<file path="config.mk">
export PLATFORM = sky130hd
export DESIGN_NAME = sobel_window_3x3
export DESIGN_NICKNAME = d
export VERILOG_FILES = /design/src/rtl/sobel_window_3x3.sv
export SDC_FILE = /design/constraint.sdc
export NUM_CORES = 2
export LEC_CHECK = 0
export BUFFER_PORTS_ARGS = -buffer_cell sky130_fd_sc_hd__clkbuf_2
export CAP_MARGIN = 20
export CORE_ASPECT_RATIO = 0.7
export CORE_MARGIN = 5
export CORE_UTILIZATION = 32
export DETAILED_ROUTE_END_ITERATION = 10
export PLACE_DENSITY = 0.46
export SETUP_SLACK_MARGIN = 0.4
export SKIP_LAST_GASP = 1
export SYNTH_ARGS = -nofsm -noshare
export SYNTH_HDL_FRONTEND = slang
export SYNTH_SLANG_ARGS = --single-unit
</file>
<file path="constraint.sdc">
create_clock -name clk -period 20.1 [get_ports clk]
set_clock_uncertainty 0.15 [all_clocks]
set_input_delay 1.005 -clock clk [delete_from_list [all_inputs] [get_ports clk]]
set_output_delay 1.005 -clock clk [all_outputs]
set_load 0.02 [all_outputs]
</file>
<file path="src/rtl/sobel_window_3x3.sv">
`default_nettype none
// ============================================================================
// Module   : sobel_window_3x3
// Brief    : Streaming 3x3 neighbourhood generator with border masking and
//            end-of-frame self-flush, feeding the Sobel convolver.
// Revision : 1.0 - initial release
// ============================================================================
module sobel_window_3x3 #(
  parameter int WIDTH  = 128,
  parameter int HEIGHT = 128,
  parameter int BITW   = 8,
  parameter int COLW   = 7,
  parameter int ROWW   = 7
) (
  input  logic                clk,
  input  logic                rst,
  input  logic                in_valid,
  input  logic [BITW-1:0]     in_pix,
  output logic                in_ready,
  output logic                out_valid,
  input  logic                out_ready,
  output logic [9*BITW-1:0]   out_win,
  output logic [ROWW-1:0]     out_row,
  output logic [COLW-1:0]     out_col,
  output logic                out_border,
  output logic                out_last,
  output logic                busy
);

  localparam int FW = $clog2(WIDTH + 1);

  localparam logic [0:0]      c_st_run     = 1'b0;
  localparam logic [0:0]      c_st_flush   = 1'b1;
  localparam logic [COLW-1:0] c_col_last   = COLW'(WIDTH - 1);
  localparam logic [ROWW-1:0] c_row_last   = ROWW'(HEIGHT - 1);
  localparam logic [FW-1:0]   c_flush_last = FW'(WIDTH);

  logic [0:0]      r_state;
  logic [COLW-1:0] r_pcol, r_ccol;
  logic [ROWW-1:0] r_prow, r_crow;
  logic [FW-1:0]   r_fcnt;

  logic [BITW-1:0] r_lb0 [0:WIDTH-1];
  logic [BITW-1:0] r_lb1 [0:WIDTH-1];
  logic [BITW-1:0] r_ta  [0:2];
  logic [BITW-1:0] r_tb  [0:2];

  logic              r_out_valid, r_out_border, r_out_last;
  logic [9*BITW-1:0] r_out_win;
  logic [ROWW-1:0]   r_out_row;
  logic [COLW-1:0]   r_out_col;

  logic              w_run, w_adv, w_accept, w_push, w_primed, w_emit;
  logic              w_frame_end, w_flush_end, w_border, w_last;
  logic [BITW-1:0]   w_pix;
  logic [BITW-1:0]   w_new [0:2];
  logic [BITW-1:0]   w_raw [0:8];
  logic [9*BITW-1:0] w_win;

  assign w_run       = (r_state == c_st_run);
  assign w_adv       = !r_out_valid || out_ready;
  assign in_ready    = w_adv && w_run;
  assign w_accept    = in_valid && in_ready;
  assign w_push      = w_accept || (w_adv && !w_run);
  assign w_pix       = w_run ? in_pix : '0;
  // No window exists until the push index reaches WIDTH+1.
  assign w_primed    = !w_run || (r_prow > ROWW'(1)) ||
                       ((r_prow == ROWW'(1)) && (r_pcol != '0));
  assign w_emit      = w_push && w_primed;
  assign w_frame_end = w_accept && (r_prow == c_row_last) && (r_pcol == c_col_last);
  assign w_flush_end = w_push && !w_run && (r_fcnt == c_flush_last);
  assign w_border    = (r_crow == '0) || (r_crow == c_row_last) ||
                       (r_ccol == '0) || (r_ccol == c_col_last);
  assign w_last      = (r_crow == c_row_last) && (r_ccol == c_col_last);

  always_comb begin
    w_new[0] = r_lb1[r_pcol];
    w_new[1] = r_lb0[r_pcol];
    w_new[2] = w_pix;
    w_win    = '0;
    for (int r = 0; r < 3; r++) begin
      w_raw[r*3+0] = r_ta[r];
      w_raw[r*3+1] = r_tb[r];
      w_raw[r*3+2] = w_new[r];
    end
    // Masking by centre position also hides stale line data and column wrap.
    for (int r = 0; r < 3; r++) begin
      for (int c = 0; c < 3; c++) begin
        if (!((r == 0) && (r_crow == '0)) && !((r == 2) && (r_crow == c_row_last)) &&
            !((c == 0) && (r_ccol == '0)) && !((c == 2) && (r_ccol == c_col_last)))
          w_win[(r*3+c)*BITW +: BITW] = w_raw[r*3+c];
      end
    end
  end

  always_ff @(posedge clk) begin
    if (w_push) begin
      r_lb1[r_pcol] <= w_new[1];
      r_lb0[r_pcol] <= w_pix;
      for (int i = 0; i < 3; i++) begin
        r_ta[i] <= r_tb[i];
        r_tb[i] <= w_new[i];
      end
    end
  end

  always_ff @(posedge clk) begin
    if (rst) begin
      r_state <= c_st_run;
      r_pcol  <= '0;
      r_prow  <= '0;
      r_fcnt  <= '0;
      r_ccol  <= '0;
      r_crow  <= '0;
    end else begin
      if (w_push) begin
        r_pcol <= (r_pcol == c_col_last) ? '0 : r_pcol + 1'b1;
        if (w_run && (r_pcol == c_col_last))
          r_prow <= (r_prow == c_row_last) ? '0 : r_prow + 1'b1;
        if (!w_run)
          r_fcnt <= r_fcnt + 1'b1;
      end
      if (w_emit) begin
        r_ccol <= (r_ccol == c_col_last) ? '0 : r_ccol + 1'b1;
        if (r_ccol == c_col_last)
          r_crow <= (r_crow == c_row_last) ? '0 : r_crow + 1'b1;
      end
      if (w_frame_end)
        r_state <= c_st_flush;
      if (w_flush_end) begin
        r_state <= c_st_run;
        r_pcol  <= '0;
        r_prow  <= '0;
        r_fcnt  <= '0;
        r_ccol  <= '0;
        r_crow  <= '0;
      end
    end
  end

  always_ff @(posedge clk) begin
    if (rst) begin
      r_out_valid  <= 1'b0;
      r_out_win    <= '0;
      r_out_row    <= '0;
      r_out_col    <= '0;
      r_out_border <= 1'b0;
      r_out_last   <= 1'b0;
    end else if (w_emit) begin
      r_out_valid  <= 1'b1;
      r_out_win    <= w_win;
      r_out_row    <= r_crow;
      r_out_col    <= r_ccol;
      r_out_border <= w_border;
      r_out_last   <= w_last;
    end else if (w_adv) begin
      r_out_valid  <= 1'b0;
    end
  end

  assign out_valid  = r_out_valid;
  assign out_win    = r_out_win;
  assign out_row    = r_out_row;
  assign out_col    = r_out_col;
  assign out_border = r_out_border;
  assign out_last   = r_out_last;
  assign busy       = !w_run || (r_pcol != '0) || (r_prow != '0);

endmodule
`default_nettype wire

</file>
# == Word-level counts from Yosys, hierarchy flattened ==
# Memories as Yosys holds them, arrays and structs flattened. A register that Yosys moved wholly into a read port is not among the register bits.
# Cells that the tools add are included.
# op_classes
add_sub_neg,5
mul,0
bitwise_logic,1
magnitude_cmp,1
div_mod_pow,0
n_reduce_logical,38
n_eq_ne,6
mux,21
shifts,0
# op_table
operator,n
8-bit 2-to-1 mux,9
7-bit 2-to-1 mux,8
7-bit by 1-bit adder with 7-bit output (second input constant),4
7-bit equality test (second input constant),4
1-bit logical AND,15
7-bit zero test,2
7-bit nonzero test,2
1-bit logical OR,9
8-bit by 1-bit adder with 8-bit output (second input constant),1
8-bit equality test (second input constant),1
7-bit by 1-bit equality test with 1-bit output (second input constant),1
7-bit by 1-bit greater-than comparator with 1-bit output (second input constant),1
2-bit AND reduction,3
1-bit zero test,5
1-bit 2-to-1 mux,4
2-bit nonzero test,1
2-bit OR reduction,1
1-bit inverter,1
# totals
input_bits,12
ram_bits,2096
mem_count,4
reg_bits,126
latchBits,0
rom_bits,0
output_inout_bits,91
word_cells,88
# mem_list
memory,words,width,rd,rd_ports_with_merged_regs,write_ports,line,text
r_lb0,128,8,1,1,1,43,logic [BITW-1:0] r_lb0 [0:WIDTH-1];
r_lb1,128,8,1,1,1,44,logic [BITW-1:0] r_lb1 [0:WIDTH-1];
r_ta,3,8,3,0,3,45,logic [BITW-1:0] r_ta [0:2];
r_tb,3,8,3,0,3,46,logic [BITW-1:0] r_tb [0:2];

# == Depth between registers and ports, before layout ==
# depth
word_depth,9
depth_mapped,11
depth_no_buf,9

# == Worst setup path before layout ==
# OpenSTA, ideal clock, no wires.
# synth_path
path_type,reg2reg
from,register (tool-made name)
to,"memory r_lb1[0][6], data pin"
required_ns,18.980
arrival_time_ns,5.416
period_less_slack_ns,6.536
path_stages_with_launch,10
setup_slack_ns,13.564
setup_ns,0.970
cell_sequence,dfxtp_1 > buf_6 > or3_4 > buf_6 > buf_6 > o22ai_1 > a211oi_1 > nand2_1 > nand2_1 > nor4_2
# synth_lines
item,line
end: declaration,44

==> impl_metrics.py <==
metrics = {
    "timing": {
        "setup_viol": 0,
        "finalCritPeriodShare": 0.364,
        "timing.setup.tns_ns": 0,
        "tightest_slew_ns": 1.16,
        "post-route-min-period_ns": 7.33,
        "setup_slack_ns": 12.77,
        "slew_headroom": 0.224,
        "rsz0062_at_grt": "false",
        "slew_violations": 0,
        "fmax_mhz": 137,
        "hold_viol": 0,
    },
    "yosys": {
        "synth-main-ff-cell": "edfxtp_1",
        "syn_area_um2": 84700,
        "synth_edf_count": 2096,
        "synth_top_area_share": 0.743,
        "ys_types": 48,
        "syn_area_per_cell_um2": 19.7,
        "synth_common_cells": "edfxtp_1, mux4_2, nand2_1",
        "yosysTopAreaCell": "edfxtp_1",
        "synthCells": 4304,
        "synth_nets": 4327,
        "async_reset_ff_frac": 0,
        "yosysWarnings": 0,
        "synth.area.top_cells": "edfxtp_1, mux4_2, dfxtp_1, mux2i_1, nand2_1",
        "synth.most_common_cell": "edfxtp_1",
        "synth_seq_cells": 2229,
        "seq_area_frac_synth": 0.775,
    },
    "grt": {
        "antenna_found_initial": 4,
        "use_met3": 0.0307,
        "grt_overflow": 0,
        "top_usage_layer": "met1",
        "grt_use_total": 0.167,
        "met1_usage": 0.259,
        "grt_pass1_wl_um": 333000,
        "grt_max_degree": 113,
        "grt_pass1_vias": 42704,
        "grtUsageMet2": 0.247,
    },
    "hold_path": {
        "hold_depth": 0,
        "hp-class": "reg2reg",
    },
    "clocking": {
        "root_buffer": "clkbuf_16",
        "cts-resized-gates": 0,
        "cts_buffers": 215,
        "cts_max_path_buffers": 4,
        "hold_buffers": 0,
        "cts_max_level": 4,
        "cts_tree": "done",
        "post_cts_buffers": 0,
        "clk_pin_slew_ns": 0.06,
        "clock_sinks": 2229,
        "clk-insertion-delay-late_ns": 0.87,
    },
    "floorplanning": {
        "core_um2": 264000,
        "dieArea_um2": 275000,
        "rows": 158,
        "io_pins": 103,
        "die_h_um": 440,
        "die_w_um": 625,
        "start_util": 0.321,
    },
    "place": {
        "port-buffer-count": 102,
        "gp_congestion": 0.737,
        "pre_cts_slack_ns": 12.74,
        "dp_hpwl_um": 134000,
    },
    "detailed_routing": {
        "drtIter0Drc": 3943,
        "via_per_inst": 5.14,
        "vias": 42539,
        "wl_um": 235000,
        "drt_first_pass_iters": 5,
        "ant_nets": 0,
        "drc_errors": 0,
        "wire_per_inst_um": 28.4,
    },
    "critical_path": {
        "crit_required_ns": 20.44,
        "end_kind": "register",
        "critPathMaxFanout": 112,
        "cp.arrival_ns": 7.67,
        "reg2reg_slack_ns": 12.77,
        "cp-start-kind": "register",
        "reg2regPathDepth": 11,
        "worstSetupPathType": "reg2reg",
    },
    "outcome": {
        "status": "completed",
    },
    "cells_and_area": {
        "fillers": 24307,
        "seqCellArea_um2": 65600,
        "multiInputGateArea_um2": 18100,
        "drive_above_1_share": 0.225,
        "area_growth_pct": 14.7,
        "nNetsFinal": 4617,
    },
    "power_and_ir_drop": {
        "p_per_area_nw_per_um2": 100,
        "ir_worst_vdd_uv": 83.3,
        "p_leak_nw": 29.4,
    },
    "flow_run": {
        "maxCapViolCount": 0,
    },
}
[cell usage in the layout, fill, tap and decap left out, types with 55 or more instances in the layout]
cell type and count:
clkbuf_2 102, nor2_1 156, a21oi_1 73, mux2i_1 258
edfxtp_1 2096, buf_4 199, dfxtp_1 131, a211oi_1 128
nand2_1 308, o22ai_1 128, nand3_1 55, clkbuf_16 219
mux4_2 384, a22oi_1 128, clkbuf_1 56
[sequential cells by signal, summed over array words and instances, names as in the netlist, named ones only]
name and cells:
r_pcol 7, out_row 7, r_tb 24, r_lb0 1024, r_prow 7, r_ccol 7, out_col 7, out_win 72
out_valid 1, out_border 1, r_state 1, out_last 1, r_lb1 1024, r_crow 7, r_ta 24, r_fcnt 8
[logic make-up after synthesis]
| kind of cell | synth area share |
|---|---|
| compound gates | 0.0397 |
| xor+xnor | 0.00259 |
| fa+ha+maj | 0.00163 |
| buf+inv | 0.0150 |
| flops | 0.775 |
| mux | 0.133 |
| simple gates | 0.0337 |
[worst max-delay path: stages, from the launching register on]
cell and delay [ns]:
dfxtp_4 0.83, buf_4 0.70, buf_4 0.53, buf_12 0.53, buf_4 0.81, mux4_2 0.36, a22oi_1 0.11, nand2_1 0.17
nand2_1 0.16, nor4_4 0.85, buf_4 0.45, buf_4 0.79
[per-layer routing]
layer / vias up / share of wire
met3: 261 / 0.058
met4: 2 / 0.016
met1: 23042 / 0.49
met2: 1096 / 0.44
met5: - / 0.000055
li1: 18138 / -
[area by class of cell]
| class | count | share of cell area |
|---|---|---|
| Sequential cell | 2229 | 0.676 |
| Multi-Input combinational cell | 1816 | 0.186 |
| Clock buffer | 284 | 0.0599 |
| Tap cell | 3520 | 0.0454 |
| Timing Repair Buffer | 319 | 0.0242 |
| Clock inverter | 99 | 0.00800 |
| Inverter | 13 | 0.000502 |
| Antenna cell | 3 | 0.0000773 |
[worst paths after layout]
check / start / endpoint
min: r_tb[0][10] / r_ta[0][10]
min reg2reg: r_tb[0][10] / r_ta[0][10]
max reg2reg: register / r_lb1[124][3]
max: register / r_lb1[124][3]
[metrics by stage]
step	hold WS [ns]	power, mW	area (um2)	util	cells
2_1_floorplan	0.276	5.72	84700	-	4304
3_3_place_gp	0.279	5.94	90400	0.342	7888
3_5_place_dp	0.286	5.95	90500	0.342	7893
4_1_cts	0.246	9.85	97000	0.367	8276
5_1_grt	0.297	10.1	97100	0.368	8280
6_report	0.300	9.73	97100	0.368	8283
[power breakdown]
group / switching [mW] / total [mW] / internal [mW] / leakage [nW]
sequential: 0.0157 / 5.20 / 5.18 / 20.0
combinational: 0.417 / 0.627 / 0.210 / 6.23
clock: 1.73 / 3.90 / 2.17 / 3.23
(Power assumes the default switching activity.)
